**src/rtl/acadia_sync_filter.sv**
```systemverilog
// acadia_sync_filter
// Multi-channel conditioner for asynchronous level inputs. Each channel
// passes through a SYNC_STAGES-deep flop synchronizer and then a debounce
// filter that only lets data_out follow after FILTER_CYCLES consecutive
// cycles of disagreement. The same edge that changes data_out also
// produces a one-cycle rise or fall pulse.
module acadia_sync_filter #(
  parameter int               WIDTH         = 4,
  parameter int               SYNC_STAGES   = 2,
  parameter int               FILTER_CYCLES = 4,
  parameter logic [WIDTH-1:0] RESET_VAL     = '0
) (
  input  logic             clk,
  input  logic             rst_n,
  input  logic [WIDTH-1:0] async_in,
  input  logic             hold,
  output logic [WIDTH-1:0] data_out,
  output logic [WIDTH-1:0] rise,
  output logic [WIDTH-1:0] fall,
  output logic             any_change
);

  // Counter wide enough for 0..FILTER_CYCLES-1, never narrower than 1 bit.
  localparam int CNT_W = (FILTER_CYCLES > 1) ? $clog2(FILTER_CYCLES) : 1;
  localparam logic [CNT_W-1:0] CNT_MAX = CNT_W'(FILTER_CYCLES - 1);

  // Out-of-range parameters stop elaboration instead of building a
  // synchronizer with too little metastability protection.
  generate
    if (SYNC_STAGES < 2 || SYNC_STAGES > 4) begin : g_bad_sync_stages
      $error("acadia_sync_filter: SYNC_STAGES must be in 2..4");
    end
    if (FILTER_CYCLES < 1 || FILTER_CYCLES > 255) begin : g_bad_filter_cycles
      $error("acadia_sync_filter: FILTER_CYCLES must be in 1..255");
    end
    if (WIDTH < 1 || WIDTH > 32) begin : g_bad_width
      $error("acadia_sync_filter: WIDTH must be in 1..32");
    end
  endgenerate

  // Synchronizer chain: sync_reg[0] samples the pads, the last stage is
  // the first value considered safe to use in this clock domain.
  logic [WIDTH-1:0] sync_reg [SYNC_STAGES];
  logic [WIDTH-1:0] sync_s;

  // Per-channel filter state and its next-state values.
  logic [CNT_W-1:0] cnt_reg  [WIDTH];
  logic [CNT_W-1:0] cnt_next [WIDTH];
  logic [WIDTH-1:0] data_reg;
  logic [WIDTH-1:0] data_next;
  logic [WIDTH-1:0] rise_reg;
  logic [WIDTH-1:0] rise_next;
  logic [WIDTH-1:0] fall_reg;
  logic [WIDTH-1:0] fall_next;
  logic [WIDTH-1:0] differs;
  logic [WIDTH-1:0] done;

  // Shift the synchronizer every cycle; hold deliberately does not stop it
  // so the chain always reflects the current pad level.
  always_ff @(posedge clk or negedge rst_n) begin
    if (!rst_n) begin
      for (int k = 0; k < SYNC_STAGES; k++) begin
        sync_reg[k] <= RESET_VAL;
      end
    end else begin
      sync_reg[0] <= async_in;
      for (int k = 1; k < SYNC_STAGES; k++) begin
        sync_reg[k] <= sync_reg[k-1];
      end
    end
  end

  assign sync_s = sync_reg[SYNC_STAGES-1];

  // Per-channel debounce decision. A channel only changes once it has
  // disagreed with data_out for FILTER_CYCLES evaluations in a row; any
  // agreement in between (a short glitch) clears the count.
  generate
    for (genvar gi = 0; gi < WIDTH; gi++) begin : g_chan
      assign differs[gi]   = sync_s[gi] ^ data_reg[gi];
      assign done[gi]      = differs[gi] && (cnt_reg[gi] == CNT_MAX);
      assign cnt_next[gi]  = (!differs[gi] || done[gi]) ? '0
                                                        : cnt_reg[gi] + CNT_W'(1);
      assign data_next[gi] = done[gi] ? sync_s[gi] : data_reg[gi];
      assign rise_next[gi] = done[gi] &  sync_s[gi];
      assign fall_next[gi] = done[gi] & ~sync_s[gi];
    end
  endgenerate

  // Filter state update. While hold is high the levels and counts freeze,
  // but pulses are still cleared so no event is ever stretched by hold.
  always_ff @(posedge clk or negedge rst_n) begin
    if (!rst_n) begin
      for (int c = 0; c < WIDTH; c++) begin
        cnt_reg[c] <= '0;
      end
      data_reg <= RESET_VAL;
      rise_reg <= '0;
      fall_reg <= '0;
    end else if (hold) begin
      rise_reg <= '0;
      fall_reg <= '0;
    end else begin
      for (int c = 0; c < WIDTH; c++) begin
        cnt_reg[c] <= cnt_next[c];
      end
      data_reg <= data_next;
      rise_reg <= rise_next;
      fall_reg <= fall_next;
    end
  end

  assign data_out   = data_reg;
  assign rise       = rise_reg;
  assign fall       = fall_reg;
  assign any_change = |(rise_reg | fall_reg);

endmodule
```
**config.mk**
```make
export PLATFORM = sky130hd
export DESIGN_NAME = acadia_sync_filter
export DESIGN_NICKNAME = d
export VERILOG_FILES = /design/src/rtl/acadia_sync_filter.sv
export SDC_FILE = /design/constraint.sdc
export NUM_CORES = 1
export LEC_CHECK = 0
export BUFFER_PORTS_ARGS = -buffer_cell sky130_fd_sc_hd__buf_2
export CAP_MARGIN = 20
export CORE_ASPECT_RATIO = 2
export CORE_MARGIN = 3
export CORE_UTILIZATION = 40
export CTS_CLUSTER_DIAMETER = 30
export DETAILED_ROUTE_END_ITERATION = 7
export PLACE_DENSITY = 0.67
export SETUP_SLACK_MARGIN = 0.02
export SLEW_MARGIN = 10
export SYNTH_ARGS = -nofsm -noshare
export SYNTH_HDL_FRONTEND = slang
export SYNTH_SLANG_ARGS = --single-unit
```
**constraint.sdc**
```tcl
create_clock -name clk -period 2.1 [get_ports clk]
set_clock_uncertainty 0.05 [all_clocks]
set_input_delay 0 -clock clk [delete_from_list [all_inputs] [get_ports clk]]
set_output_delay 0 -clock clk [all_outputs]
set_load 0.01 [all_outputs]
```
==> flow_summary.yaml, run 1 <==
status:
  outcome: "finished, final reports clean"
grt:
  grt_pass1_vias: 739
  grt_start_max_net_pins: 29
  grt_pass1_wl_mm: 3.00
  grt_usage_pct: 11.5
  grt_overflow_total: 0
  antenna_found_initial: 0
final_layout:
  insertedDiodeCount: 0
  multiInputGateArea_um2: 369
  drive_gt1_share_pct: 27.3
  area_growth_pct: 19.5
  utilization_pct: 50.8
  register_area_um2: 701
  nFillCells: 236
  nets: 111
  largest_reg_flops: 8
sta:
  relSlewSlack_pct: 60.5
  rsz0062_at_grt: "no"
  hold_ws_ns: 0.159
  final_max_slew_viol_count: 0
  post-route-period-util_pct: 62.7
  period_minus_slack_ns: 1.32
  fin_tns_setup_ns: 0
  fmax_ghz: 0.760
  hold_viol: 0
  setup_violations: 0
  worst_pin_slew_ns: 0.593
floorplan:
  initial_utilization_pct: 42.5
  dieArea_um2: 3430
  io_pins: 20
  rows: 26
  dieWidth_um: 43.0
  core_um2: 2570
  die_h_um: 79.9
route:
  avgRoutedWirePerCell_um: 13.4
  drtPass1Iterations: 4
  drtIter0Drc: 6
  route.detailed.drc: 0
  viasPerCell: 5.09
  vias: 646
  totalWireLength_mm: 1.70
  ant_nets: 0
setup_path:
  reg2reg_depth: 3
  start_kind: "register"
  critPathKind: "register to output pin"
  arrival_ns: 1.27
  timing.rr.start: "cnt_reg[0]"
  worstSetupEndpointType: "output pin"
  required_ns: 2.05
  startpoint: "fall[0]"
  cp_max_fo: 2
synth:
  async_reset_ff_share_pct: 100
  synthTopCellsByArea: "dfrtp_1 64%, and3b_1 4.8%, ha_1 4.6%"
  postSynth.topFlopCell: "dfrtp_1"
  synth.ff_latch_count: 28
  synth_area_per_cell_um2: 15.0
  synth_top_area_share_pct: 64.1
  yosys_warnings: 0
  synth_cell_types: 17
  synth_edf_count: 0
  syn_area_um2: 1090
  synthCells: 73
  synth_area_leader_cell: "dfrtp_1"
  yosysSeqAreaShare_pct: 64.1
  netlist_top_cells_count: "28 x dfrtp_1, 6 x and3b_1, 5 x a22o_1"
  synth_nets: 84
  post-synth-top-count-cell: "dfrtp_1"
clock_tree:
  path_clk_slew_ns: 0.09
  clockBufferDepth: 2
  postCtsSetupBuffers: 0
  cts_root_buffer: "clkbuf_8"
  post_cts_resized: 0
  insertion_delay_ns: 0.27
  cts_max_level: 1
  cts_tree: "done"
  hold_buffers: 5
  cts_buffers: 3
  cts.sinks: 28
pwr:
  pwr-share-clk_pct: 23.1
  max-vdd-ir-drop_uv: 498
  p_seq_share_pct: 52.5
  power.internal_w: 0.00101
  p_total_w: 0.00142
  p_sw_w: 0.000410
  power_density_nw_per_um2: 1090
  leakagePower_nw: 0.695
  combPwrFrac_pct: 24.3
  swShare_pct: 28.8
place:
  port_buffers: 19
  post-dp-hpwl_mm: 1.25
  gp_congestion: 0.684
worst_hold_path:
  min_path_type: "primary input to register"
  min_from: "hold"
  hold_depth: 2
job:
  maxCapViolCount: 0
## logic make-up after synthesis
group	Yosys count	share of synthesized area (%)
simple gates	23	14.8
fa+ha+maj	4	4.58
flops	28	64.1
compound gates	8	6.76
mux	4	4.47
xor+xnor	4	3.21
buf+inv	2	2.06
## final cells by class
class | count | area share, %
timing repair buffer | 24 | 11.1
sequential | 28 | 53.7
multi-input combinational | 43 | 28.3
clock buffer | 4 | 4.22
tap | 28 | 2.68
## worst paths after layout
| check | to | slack (ns) |
|---|---|---|
| min | cnt_reg[1] | 0.16 |
| min in group asynchronous | rise[2] | 0.20 |
| min reg2reg | sync_s[0] | 0.31 |
| max | any_change | 0.78 |
| max in group asynchronous | fall[0] | 1.40 |
| max reg2reg | data_out[3] | 0.79 |
## per-stage QoR
step	worst slack, ns	std cells	instance area [um^2]
5_1_grt	0.580	127	1310
3_5_place_dp	0.800	118	1200
4_1_cts	0.668	127	1310
2_1_floorplan	0.876	73	1090
6_report	0.784	127	1310
3_3_place_gp	0.834	118	1200
## worst max-delay path, cell delays in order, from the launching register on
cell and delay (ns):
dfrtp_1 0.38, nor4_1 0.38, nand2_1 0.09, buf_2 0.14
## placed cells by master (no fill, tap or decap), types with 4 or more instances in the layout
cell / netlist / routed
dlygate4sd3_1: 0 / 5
xor2_1: 4 / 4
dfrtp_1: 28 / 28
a22o_1: 5 / 5
nor3_1: 4 / 4
ha_1: 4 / 4
clkbuf_8: 0 / 4
buf_2: 0 / 19
and3b_1: 6 / 6
## power by group through the flow
stage | sequential [W] | combinational, W | clock, W
3_3_place_gp | 0.000747 | 0.000326 | 0
3_5_place_dp | 0.000759 | 0.000346 | 0
4_1_cts | 0.000747 | 0.000356 | 0.000334
2_1_floorplan | 0.000759 | 0.000228 | 0
5_1_grt | 0.000769 | 0.000389 | 0.000360
6_report | 0.000748 | 0.000346 | 0.000329
## layer usage
| layer | track usage (%) | share of wire [%] | vias to the layer above |
|---|---|---|---|
| li1 | - | - | 313 |
| met1 | 11.5 | 37 | 319 |
| met2 | 21.2 | 58 | 9 |
| met3 | 1.35 | 1.8 | 5 |
| met4 | 7.25 | 3.1 | 0 |
| met5 | 0 | 0 | - |
No activity file was read; power rests on OpenSTA's default activity.
==> run 2: changes to the inputs <==
ABC_AREA = 1   (was unset)
PLACE_DENSITY = 0.66   (was 0.67)
clock period = 1.3 ns   (was 2.1 ns; I/O delays follow)
==> run 2 against run 1 <==
  * Register-to-register slack got worse by 0.59 ns
  * Global-route usage rose by 1.1 points
  * Power rose by 62%
  * Synthesized cell count rose by 64%
  * Largest cell class unchanged
==> flow_summary.yaml, run 2 <==
sta:
  relSlewSlack_pct: 60.1
  fmax_ghz: 0.905
  worst_pin_slew_ns: 0.599
  final_max_slew_viol_count: 0
  post-route-period-util_pct: 85.0
  setup_violations: 0
  fin_tns_setup_ns: 0
  period_minus_slack_ns: 1.10
  rsz0062_at_grt: "no"
  hold_viol: 0
setup_path:
  reg2reg_depth: 5
  critPathKind: "register to register"
  crit_chain: "ha_1, inv_1, nor2_1, nand3_1, nand2_1"
  cp-endpoint: "cnt_reg[1]"
  timing.rr.start: "cnt_reg[0]"
  start_kind: "register"
  worst-path-buf-inv: 1
  arrival_ns: 1.22
  crit_family: "flip-flops"
  worstSetupEndpointType: "register"
  reg2reg_slack_ns: 0.20
  rr_endpoint: "cnt_reg[1]"
  required_ns: 1.41
  worstSetupPathDepth: 5
  startpoint: "cnt_reg[0]"
  cp_max_fo: 3
  crit_path_top_delay_cell: "dfrtp_1"
  cpPeakStageDelay_ns: 0.41
final_layout:
  nFillCells: 274
  layout_commonest_cell: "nand2_1"
  drive_gt1_share_pct: 15.9
  final_cell_mix: "36 x nand2_1, 28 x dfrtp_1, 19 x nor2_1, 19 x buf_2, 17 x inv_1"
  largest_reg_flops: 8
  area_growth_pct: 17.4
  nets: 158
  final_cell_area_um2: 1320
  insertedDiodeCount: 0
route:
  drtPass1Iterations: 4
  totalWireLength_mm: 1.88
  ant_nets: 0
  vias: 837
  route.detailed.drc: 0
  drtIter0Drc: 11
  viasPerCell: 4.84
  avgRoutedWirePerCell_um: 10.8
clock_tree:
  cts_max_level: 1
  clockBufferDepth: 2
  cts_buffers: 3
  cts_tree: "done"
  postCtsSetupBuffers: 0
  cts_root_buffer: "clkbuf_8"
  cts.sinks: 28
  insertion_delay_ns: 0.26
  post_cts_resized: 0
  hold_buffers: 5
  path_clk_slew_ns: 0.09
synth:
  synthCells: 120
  synth.ff_latch_count: 28
  async_reset_ff_share_pct: 100
  yosys_warnings: 0
  synth_area_per_cell_um2: 9.33
  postSynth.topFlopCell: "dfrtp_1"
  synth_area_leader_cell: "dfrtp_1"
  synthTopCellsByArea: "dfrtp_1 63%, nand2_1 12%, nor2_1 6.4%"
  synth_cell_types: 11
  synth_nets: 131
  synth_top_area_share_pct: 62.6
  synth_edf_count: 0
  yosysSeqAreaShare_pct: 62.6
  netlist_top_cells_count: "36 x nand2_1, 28 x dfrtp_1, 19 x nor2_1"
  post-synth-top-count-cell: "nand2_1"
  syn_area_um2: 1120
grt:
  grt_usage_pct: 12.6
  grt_start_max_net_pins: 29
  antenna_found_initial: 0
  grt_pass1_vias: 848
  grt_overflow_total: 0
  grt_pass1_wl_mm: 3.34
place:
  port_buffers: 19
  gp_congestion: 0.687
  placed_cell_area_um2: 1220
  post-dp-hpwl_mm: 1.51
pwr:
  p_sw_w: 0.000774
  leakagePower_nw: 0.741
  pwr-share-clk_pct: 19.4
  swShare_pct: 33.5
  max-vdd-ir-drop_uv: 864
  combPwrFrac_pct: 27.9
  power.internal_w: 0.00154
  power_density_nw_per_um2: 1760
  p_seq_share_pct: 52.8
floorplan:
  initial_utilization_pct: 43.0
  core_um2: 2600
  dieWidth_um: 43.4
  io_pins: 20
  dieArea_um2: 3510
  die_h_um: 80.8
  rows: 26
status:
  outcome: "finished, final reports clean"
worst_hold_path:
  min_path_type: "primary input to register"
job:
  maxCapViolCount: 0
## run 2: changes by cell type in the layout (fill, tap and decap cells not counted), sizes merged, moves of 4 or more
cell / delta
and3b: -6
nand2: +35
xor2: -4
o21ai: +4
mux2: -4
nand3: +8
nor2: +17
inv: +17
nor3: -4
a22o: -5
## run 2: metrics by stage
stage | worst slack (ns) | hold slack (ns) | utilization (%) | total power [W] | instances
after floorplan | 0.287 | -0.346 | - | 0.00166 | 120
after global placement | 0.268 | -0.0227 | 47.0 | 0.00179 | 165
after detailed placement | 0.202 | -0.00128 | 47.0 | 0.00188 | 165
after CTS | 0.166 | 0.0432 | 50.5 | 0.00234 | 173
after global routing | 0.103 | 0.0550 | 50.5 | 0.00251 | 173
final | 0.195 | 0.0488 | 50.5 | 0.00231 | 173
## run 2: worst min-delay path, delay by kind of cell
family / cells / cell delay, ns
AND/OR/NAND/NOR: 2 / 0.14
buffers and inverters: 1 / 0.20
## run 2: cells by family (layout without fill, tap and decap cells)
| logic type | Yosys count | count (layout) | share of synthesized area, % |
|---|---|---|---|
| AND/OR/NAND/NOR | 65 | 65 | 23.1 |
| AO/OA/AOI/OAI | 4 | 4 | 1.79 |
| flip-flops | 28 | 28 | 62.6 |
| buffers and inverters | 19 | 44 | 8.04 |
| adder cells (fa/ha/maj) | 4 | 4 | 4.47 |
## run 2: power by group through the flow
stage	clock network [W]	logic (W)	registers (W)
floorplan	0	0.000426	0.00123
global placement	0	0.000588	0.00121
detailed placement	0	0.000647	0.00124
CTS	0.000462	0.000660	0.00122
global route	0.000507	0.000759	0.00124
finish	0.000448	0.000644	0.00122
## run 2: layer usage
| layer | track usage (%) | wire length (um) | up-vias |
|---|---|---|---|
| li1 | - | - | 414 |
| met1 | 12.0 | 696 | 405 |
| met2 | 24.5 | 1080 | 13 |
| met3 | 2.00 | 55 | 5 |
| met4 | 6.34 | 48 | 0 |
| met5 | 0 | 0 | - |
## run 2: worst min path at each step
stage | to | startpoint | slack [ns] | cells after the start
after floorplan | cnt_reg[0] | rst_n | -0.35 | 0
after global placement | sync_reg[5] | rst_n | -0.02 | 1
after detailed placement | sync_s[1] | rst_n | -0.001 | 1
after CTS | cnt_reg[3] | hold | 0.04 | 3
after global routing | cnt_reg[4] | hold | 0.05 | 3
final | cnt_reg[5] | hold | 0.05 | 3
## run 2: final cells by class
type,instances,area (um^2),area share (%)
Sequential cell,28,701,53.3
Multi-Input combinational cell,73,329,25.0
Timing Repair Buffer,24,145,11.0
Inverter,17,63.8,4.85
Clock buffer,3,41.3,3.14
Tap cell,28,35.0,2.66
==> run 3: changes to the inputs <==
ABC_AREA = 0   (was 1)
PLACE_DENSITY = 0.69   (was 0.66)
clock period = 1 ns   (was 1.3 ns; I/O delays follow)
==> run 3 against run 2 <==
  * The flow now finishes with violations (setup timing)
  * Count of clock-buffer cells in the layout is the same
  * Global-route usage grew 1.1 points
  * Setup slack lost 0.54 ns
  * Power grew 59%
  * Critical endpoint is now any_change
  * Via count shrank 12%
  * Routed wire length grew 12%
  * Critical path type is now register to output pin
  * Flip-flop and latch count is the same
==> flow_summary.yaml, run 3 (same netlist as run 1, synthesis figures left out) <==
status:
  outcome: "finished with violations"
  violations: "setup timing"
job:
  maxCapViolCount: 0
sta:
  rsz0062_at_grt: "yes"
  hold_ws_ns: 0.150
  relSlewSlack_pct: 58.8
  period_minus_slack_ns: 1.35
  worst_pin_slew_ns: 0.618
  setup_violations: 20
  fin_ws_ns: -0.347
  final_max_slew_viol_count: 0
  fmax_ghz: 0.742
  hold_viol: 0
  post-route-period-util_pct: 135
grt:
  antenna_found_initial: 0
  grt_pass1_vias: 792
  grt_pass1_wl_mm: 3.50
  grt_usage_pct: 13.7
  grt_start_max_net_pins: 29
  grt_overflow_total: 0
final_layout:
  drive_gt1_share_pct: 52.1
  layout_commonest_cell: "dfrtp_1"
  area_growth_pct: 49.0
  nets: 130
  insertedDiodeCount: 0
  nFillCells: 204
  final_cell_area_um2: 1630
  final_cell_mix: "28 x dfrtp_1, 16 x buf_2, 11 x buf_6"
  largest_reg_flops: 8
route:
  vias: 736
  drtPass1Iterations: 2
  totalWireLength_mm: 2.10
  drtIter0Drc: 4
  avgRoutedWirePerCell_um: 14.5
  viasPerCell: 5.08
  ant_nets: 0
  route.detailed.drc: 0
clock_tree:
  cts.sinks: 28
  cts_max_level: 1
  cts_tree: "done"
  cts_buffers: 3
  insertion_delay_ns: 0.27
  path_clk_slew_ns: 0.09
  clockBufferDepth: 2
  cts_root_buffer: "clkbuf_8"
pwr:
  max-vdd-ir-drop_uv: 1140
  leakagePower_nw: 0.813
  power_density_nw_per_um2: 2260
place:
  post-dp-hpwl_mm: 1.45
  gp_congestion: 0.695
  port_buffers: 19
  placed_cell_area_um2: 1360
setup_path:
  start_kind: "register"
  worstSetupEndpointType: "output pin"
  critPathKind: "register to output pin"
  arrival_ns: 1.30
  required_ns: 0.95
  cp_max_fo: 2
floorplan:
  dieArea_um2: 3430
  io_pins: 20
  dieWidth_um: 43.0
  initial_utilization_pct: 42.5
  core_um2: 2570
  die_h_um: 79.9
  rows: 26
worst_hold_path:
  min_path_type: "primary input to register"
run 3: path summary, 6_finish.rpt:
check / startpoint / endpoint / slack [ns] / cells after the start
max: rise[1] / any_change / -0.35 / 4
max in group asynchronous: rst_n / cnt_reg[7] / 0.28 / 2
min reg2reg: sync_reg[7] / sync_s[3] / 0.31 / 0
min: hold / cnt_reg[7] / 0.15 / 3
min in group asynchronous: rst_n / rise[3] / 0.22 / 2
max reg2reg: cnt_reg[1] / data_out[3] / -0.23 / 3
run 3: critical path: stages, from the launching register on:
cell	delay [ns]
dfrtp_1	0.39
nor4_2	0.29
buf_4	0.16
nand2_1	0.04
buf_2	0.14
run 3: cell type report:
class | count | area [um^2] | area share, %
sequential | 28 | 701 | 43.0
multi-input combinational | 43 | 499 | 30.7
timing repair buffer | 43 | 352 | 21.6
clock buffer | 3 | 41.3 | 2.54
tap | 28 | 35.0 | 2.15
run 3: power by group:
group          total [W]  switching, W  internal, W
Clock           0.000592      0.000322     0.000270
Sequential       0.00161      0.000237      0.00137
Combinational    0.00149      0.000531     0.000954
Total            0.00368       0.00109      0.00259
run 3: repair_timing:
item	in CTS	in global routing
gates resized for setup	22	3
hold endpoints to repair	34	0
hold buffers	6	0
pin swaps	18	3
endpoints found under the setup margin	24	24
setup buffers	5	0
run 3: metrics by stage:
step	setup WS (ns)	power, W	TNS (ns)	instances	utilization [%]
finish	-0.347	0.00368	-2.13	145	63.3
global route	-0.428	0.00390	-2.99	145	63.3
CTS	-0.379	0.00367	-2.11	145	62.9
detailed placement	-0.220	0.00267	-1.92	131	52.8
global placement	-0.186	0.00258	-1.32	131	52.8
floorplan	-0.181	0.00218	-0.771	73	-
run 3: metal layers:
layer	part of all wire, %	routed length [um]	GRT usage [%]
met5	0	0	0
met4	4.4	93	9.97
met3	2.0	41	2.03
met2	56	1170	22.7
met1	38	791	15.4
